[config.mk]
export PLATFORM = sky130hd
export DESIGN_NAME = imm_packer
export DESIGN_NICKNAME = d
export VERILOG_FILES = /design/src/rtl/imm_packer.sv
export SDC_FILE = /design/constraint.sdc
export NUM_CORES = 1
export LEC_CHECK = 0
export CELL_PAD_IN_SITES_DETAIL_PLACEMENT = 1
export CELL_PAD_IN_SITES_GLOBAL_PLACEMENT = 2
export CORE_UTILIZATION = 28
export CTS_CLUSTER_DIAMETER = 60
export DETAILED_ROUTE_END_ITERATION = 6
export GPL_TIMING_DRIVEN = 0
export PLACE_DENSITY_LB_ADDON = 0.3
export SLEW_MARGIN = 10
export SYNTH_ARGS = -nofsm -noshare
export SYNTH_HDL_FRONTEND = slang
export SYNTH_SLANG_ARGS = --single-unit
[constraint.sdc]
create_clock -name clk -period 2.2 [get_ports clk]
set_input_delay 0.44 -clock clk [delete_from_list [all_inputs] [get_ports clk]]
set_output_delay 0.44 -clock clk [all_outputs]
set_load 0.01 [all_outputs]
[src/rtl/imm_packer.sv]
// Purpose: RISC-V immediate encoder; scatters a signed immediate into I/S/B/J/U instruction fields and flags range/alignment/type errors.
// Latency: 2 cycles from input handshake to out_valid; 1 word/cycle throughput. Optional clamp via IMM_PACKER_SAT_EN.
// Backpressure: valid/ready both sides; out_ready propagates combinationally to in_ready; words never dropped or reordered.
module imm_packer #(
    parameter int CNT_W = 16
) (
    input  logic             clk,
    input  logic             rst,
    input  logic             in_valid,
    output logic             in_ready,
    input  logic [31:0]      in_imm,
    input  logic [2:0]       in_src,
    input  logic [31:0]      in_base,
    output logic             out_valid,
    input  logic             out_ready,
    output logic [31:0]      out_instr,
    output logic             out_err,
    output logic [CNT_W-1:0] enc_count,
    output logic [CNT_W-1:0] err_count
);

    localparam logic [2:0] SRC_I = 3'b000;
    localparam logic [2:0] SRC_S = 3'b001;
    localparam logic [2:0] SRC_B = 3'b010;
    localparam logic [2:0] SRC_J = 3'b011;
    localparam logic [2:0] SRC_U = 3'b100;

    localparam logic [CNT_W-1:0] CNT_MAX = '1;
    localparam logic [CNT_W-1:0] CNT_ONE = {{(CNT_W-1){1'b0}}, 1'b1};

    // Stage 1: captured input word
    logic        s1_valid;
    logic [31:0] s1_imm;
    logic [2:0]  s1_src;
    logic [31:0] s1_base;

    // Stage 2: encoded word driving the outputs
    logic        s2_valid;
    logic [31:0] s2_instr;
    logic        s2_err;

    logic s2_adv;
    logic s1_adv;
    logic in_hs;
    logic out_hs;

    assign s2_adv   = !s2_valid || out_ready;
    assign s1_adv   = s1_valid && s2_adv;
    assign in_ready = !s1_valid || s2_adv;
    assign in_hs    = in_valid && in_ready;
    assign out_hs   = s2_valid && out_ready;

    // Range checks: the bits above the field's sign bit must all equal the sign
    logic rng_bad_is;
    logic rng_bad_b;
    logic rng_bad_j;

    assign rng_bad_is = !((&s1_imm[31:11]) || !(|s1_imm[31:11]));
    assign rng_bad_b  = !((&s1_imm[31:12]) || !(|s1_imm[31:12]));
    assign rng_bad_j  = !((&s1_imm[31:20]) || !(|s1_imm[31:20]));

    // Immediate actually packed: either clamped to the format limits or passed through for truncation
    logic [31:0] imm_eff;

`ifdef IMM_PACKER_SAT_EN
    // Clamp out-of-range values toward the nearest representable (aligned) limit
    always_comb begin
        imm_eff = s1_imm;
        case (s1_src)
            SRC_I, SRC_S: if (rng_bad_is) imm_eff = s1_imm[31] ? 32'hFFFF_F800 : 32'h0000_07FF;
            SRC_B:        if (rng_bad_b)  imm_eff = s1_imm[31] ? 32'hFFFF_F000 : 32'h0000_0FFE;
            SRC_J:        if (rng_bad_j)  imm_eff = s1_imm[31] ? 32'hFFF0_0000 : 32'h000F_FFFE;
            default:      imm_eff = s1_imm;
        endcase
    end
`else
    assign imm_eff = s1_imm;
`endif

    // Scatter the immediate into the base word and derive the error flag
    logic [31:0] enc_instr;
    logic        enc_err;

    always_comb begin
        enc_instr = s1_base;
        enc_err   = 1'b0;
        case (s1_src)
            SRC_I: begin
                enc_instr[31:20] = imm_eff[11:0];
                enc_err          = rng_bad_is;
            end
            SRC_S: begin
                enc_instr[31:25] = imm_eff[11:5];
                enc_instr[11:7]  = imm_eff[4:0];
                enc_err          = rng_bad_is;
            end
            SRC_B: begin
                enc_instr[31]    = imm_eff[12];
                enc_instr[7]     = imm_eff[11];
                enc_instr[30:25] = imm_eff[10:5];
                enc_instr[11:8]  = imm_eff[4:1];
                enc_err          = rng_bad_b || s1_imm[0];
            end
            SRC_J: begin
                enc_instr[31]    = imm_eff[20];
                enc_instr[19:12] = imm_eff[19:12];
                enc_instr[20]    = imm_eff[11];
                enc_instr[30:21] = imm_eff[10:1];
                enc_err          = rng_bad_j || s1_imm[0];
            end
            SRC_U: begin
                enc_instr[31:12] = imm_eff[31:12];
                enc_err          = |s1_imm[11:0];
            end
            default: begin
                enc_instr = s1_base;
                enc_err   = 1'b1;
            end
        endcase
    end

    // Stage 1 register: load on input handshake, empty when the word moves on
    always_ff @(posedge clk) begin
        if (rst) begin
            s1_valid <= 1'b0;
            s1_imm   <= '0;
            s1_src   <= '0;
            s1_base  <= '0;
        end else begin
            if (in_hs) begin
                s1_valid <= 1'b1;
                s1_imm   <= in_imm;
                s1_src   <= in_src;
                s1_base  <= in_base;
            end else if (s1_adv) begin
                s1_valid <= 1'b0;
            end
        end
    end

    // Stage 2 register: take the encoded word when free or draining, otherwise hold it stable
    always_ff @(posedge clk) begin
        if (rst) begin
            s2_valid <= 1'b0;
            s2_instr <= '0;
            s2_err   <= 1'b0;
        end else if (s2_adv) begin
            s2_valid <= s1_valid;
            if (s1_valid) begin
                s2_instr <= enc_instr;
                s2_err   <= enc_err;
            end
        end
    end

    // Saturating counters of output handshakes and errored output handshakes
    always_ff @(posedge clk) begin
        if (rst) begin
            enc_count <= '0;
            err_count <= '0;
        end else if (out_hs) begin
            if (enc_count != CNT_MAX) enc_count <= enc_count + CNT_ONE;
            if (s2_err && (err_count != CNT_MAX)) err_count <= err_count + CNT_ONE;
        end
    end

    assign out_valid = s2_valid;
    assign out_instr = s2_instr;
    assign out_err   = s2_err;

endmodule

==> results.txt <==
Gp weighted congestion = 0.838
Vias = 5516
Setup crit start kind = flip-flop
Ys Warns = 0
Peak VDD IR = 0.000437 V
R2r worst-path depth = 7
Clock sinks = 134
Initial core utilization = 28.7%
Crit path DAT = 1.68 ns
Least-Margin Pin Slew = 0.684 ns
CTS clk-pin slew, worst paths = 0.06 ns
CTS root buffer = clkbuf_16
Lkg Pwr = 2.76 nW
Worst R2R Start = s1_src[0]
Area grow syn2layout = 40.2%
FMAX = 472 MHz
First-pass GRT wire length = 30400 um
Hold path endpoint = s1_base[12]
Final Skew = 0.00511 ns
Mapped Area = 0.00563 mm2
Finished Cell Area = 0.00790 mm2
Antenna diode count = 0
Largest net degree at the start of global routing = 17
Worst path required time = 1.76 ns
Core area = 0.0196 mm2
Clk Latency, worst-skew pair = 0.42 ns
Min-Delay Path Depth = 2
PortBufs = 136
MaxCap Viol Count = 0
Hold-fix buffers at CTS = 0
Crit path capture type = output port
Die Wd = 144 um
Class of the worst hold path = reg -> reg
Crit-path cells = nor2b_4 > nand2_1 > clkdlybuf4s50_1
Final WS setup = 0.0815 ns
CTS tree = done
Critical path's slowest cell = clkdlybuf4s50_1
Antenna Nets Post-Route = 0
Final layout net count = 931
Final-layout fill cell count = 2342
Critical path class = reg -> out
GRT Total Usage = 19.4%
Remaining DRCs = 0
Dpl cell area = 0.00732 mm2
Seq/Total Area, Yosys = 47.6%
Post-DP HPWL = 14700 um
Number of antenna violations at the first check in global routing = 0
Die Ht = 144 um
Share of cells above drive strength 1 = 7.12%
Final setup vio count = 0
Initial DRC Count = 219
Num ports = 138
Slew headroom = 54.4%
Final Hold Vio Count = 0
Pre-CTS setup slack = -0.394 ns
Max incr delay on CP = 0.53 ns
Number of global-route vias before repair = 5648
WL/cell = 17.0 um
Status = completed
Hold path startpoint = s1_base[12]
Mapped Nets = 776
Num CTS Buffers = 17
RSZ-0062 raised after global routing = no
Crit share post-route = 96.3%
Clk buf depth = 2
Grt total ovfl = 0
Drt pass-1 iters = 4
CTS H-tree depth = 4
Via density = 4.86
Pwr dens = 762 mW/mm2
Clock period minus final worst setup slack = 2.12 ns
Post-synthesis register bit count = 134
RR Endpoint = out_instr[21]
Netlist cell types = 54
Die area = 0.0207 mm2
Mapped Cells = 703
Row count = 51
Maximum fanout along the worst path = 7
Pins Over Slew Limit = 0
Slack of the worst reg-to-reg path = 0.16 ns
WL final = 19400 um
Syn Area/Cell = 8.01 um2
-- worst max-delay path by stage --
stage	startpoint	endpoint	slack, ns
2_1_floorplan	err_count[0]	err_count[11]	0.51
3_3_place_gp	out_ready	imm_eff[24]	-0.39
3_5_place_dp	out_ready	imm_eff[24]	-0.39
4_1_cts	out_valid	in_ready	0.02
5_1_grt	out_valid	in_ready	0.003
6_report	out_valid	in_ready	0.08
-- cells by family (layout without fill, tap and decap cells) --
family          after synthesis  in the layout  synth area share, %
fa+ha+maj                     2              2                0.444
buf+inv                      49            217                 3.69
simple gates                341            341                 27.6
xor+xnor                     26             26                 4.04
mux                          13             13                 2.31
compound gates              138            138                 14.3
flops                       134            134                 47.6
-- metrics by stage --
stage          setup TNS (ns)  power (mW)  util, %  cells  hold slack, ns
5_1_grt                     0        6.25     40.3   1136           0.478
3_5_place_dp           -20.63        3.33     37.4   1104           0.447
3_3_place_gp           -19.19        3.31     37.4   1104           0.444
4_1_cts                     0        6.07     40.3   1136           0.456
2_1_floorplan               0        2.97        -    703           0.432
6_report                    0        6.02     40.3   1136           0.455
-- repair_timing --
item / 4_1_cts / 5_1_grt
resized for setup: 2 / 1
setup buffers: 0 / 0
pin swaps: 0 / 0
endpoints found under the setup margin: 1 / 1
hold endpoints to repair: 0 / 0
-- sequential cells by signal (all words and copies together), names as in the netlist --
name / flops
err_count: 16
s1_valid: 1
enc_count: 16
s1_base: 32
out_instr: 32
imm_eff: 32
out_err: 1
out_valid: 1
s1_src: 3
-- layer usage --
metal  vias up  global-route usage, %  share of wire (%)
met5         -                      0                  0
met4         0                   5.54                1.5
met3        20                   4.00                3.7
met2       142                   33.4                 48
met1      2622                   24.2                 46
li1       2732                      -                  -
-- final cells by class --
class / count / area, um2 / share of cell area (%)
repair buffers: 136 / 1360 / 17.2
clock inverters: 14 / 129 / 1.63
well taps: 265 / 332 / 4.20
multi-input cells: 520 / 2750 / 34.8
plain buffers: 45 / 193 / 2.44
flip-flops and latches: 134 / 2680 / 34.0
clock buffers: 18 / 439 / 5.56
inverters: 4 / 15.0 / 0.190
-- cells in the mapped netlist (all sizes together) --
cell type,number,area [um2]
nand2,181,682
dfxtp,134,2680
a21oi,91,459
nor2,70,270
clkbuf,27,101
nand3,19,100
nand4,19,131
buf,18,91.3
a211oi,17,128
xor2,14,123
mux2i,13,130
nor3,12,65.1
xnor2,12,105
nor4,10,77.6
o21ai,9,45.0
a311oi,6,52.6
and3,5,31.3
a221oi,4,35.0
inv,4,15.0
nand4b,4,35.0
nor3b,3,27.5
or3,3,18.8
or4,3,26.3
a31oi,2,12.5
and2,2,12.5
and4,2,17.5
ha,2,25.0
nand2b,2,12.5
nor2b,2,15.0
or2,2,12.5
a2111oi,1,8.76
a221o,1,10.0
and3b,1,8.76
nor4b,1,8.76
o211ai,1,7.51
o21bai,1,7.51
o221ai,1,8.76
o22a,1,8.76
o22ai,1,6.26
o31ai,1,7.51
o32ai,1,8.76
-- cell usage in the layout, fill, tap and decap left out, types with 4 or more instances in the layout --
cell	instances
nand2_1	180
clkdlybuf4s50_1	135
dfxtp_1	133
a21oi_1	90
nor2_1	69
clkbuf_1	27
nand3_1	18
a211oi_1	17
nand4_1	17
clkbuf_16	17
buf_2	16
xor2_1	14
mux2i_1	13
xnor2_1	12
nor3_1	11
o21ai_0	9
nor4_1	9
a311oi_1	6
and3_1	5
clkinvlp_4	5
a221oi_1	4
inv_1	4
nand4b_1	4
-- power breakdown --
| group | leakage, nW | internal (mW) | switching (mW) |
|---|---|---|---|
| Clock | 0.266 | 1.59 | 1.15 |
| Sequential | 1.10 | 2.53 | 0.0972 |
| Combinational | 1.40 | 0.302 | 0.341 |
| Total | 2.76 | 4.43 | 1.59 |
-- critical path: cells and delay by family, from the launching register on --
kind          cells  cell delay, ns
buf+inv           1            0.53
flops             1            0.41
simple gates      2            0.32
Power figures use the tool's default switching activity.
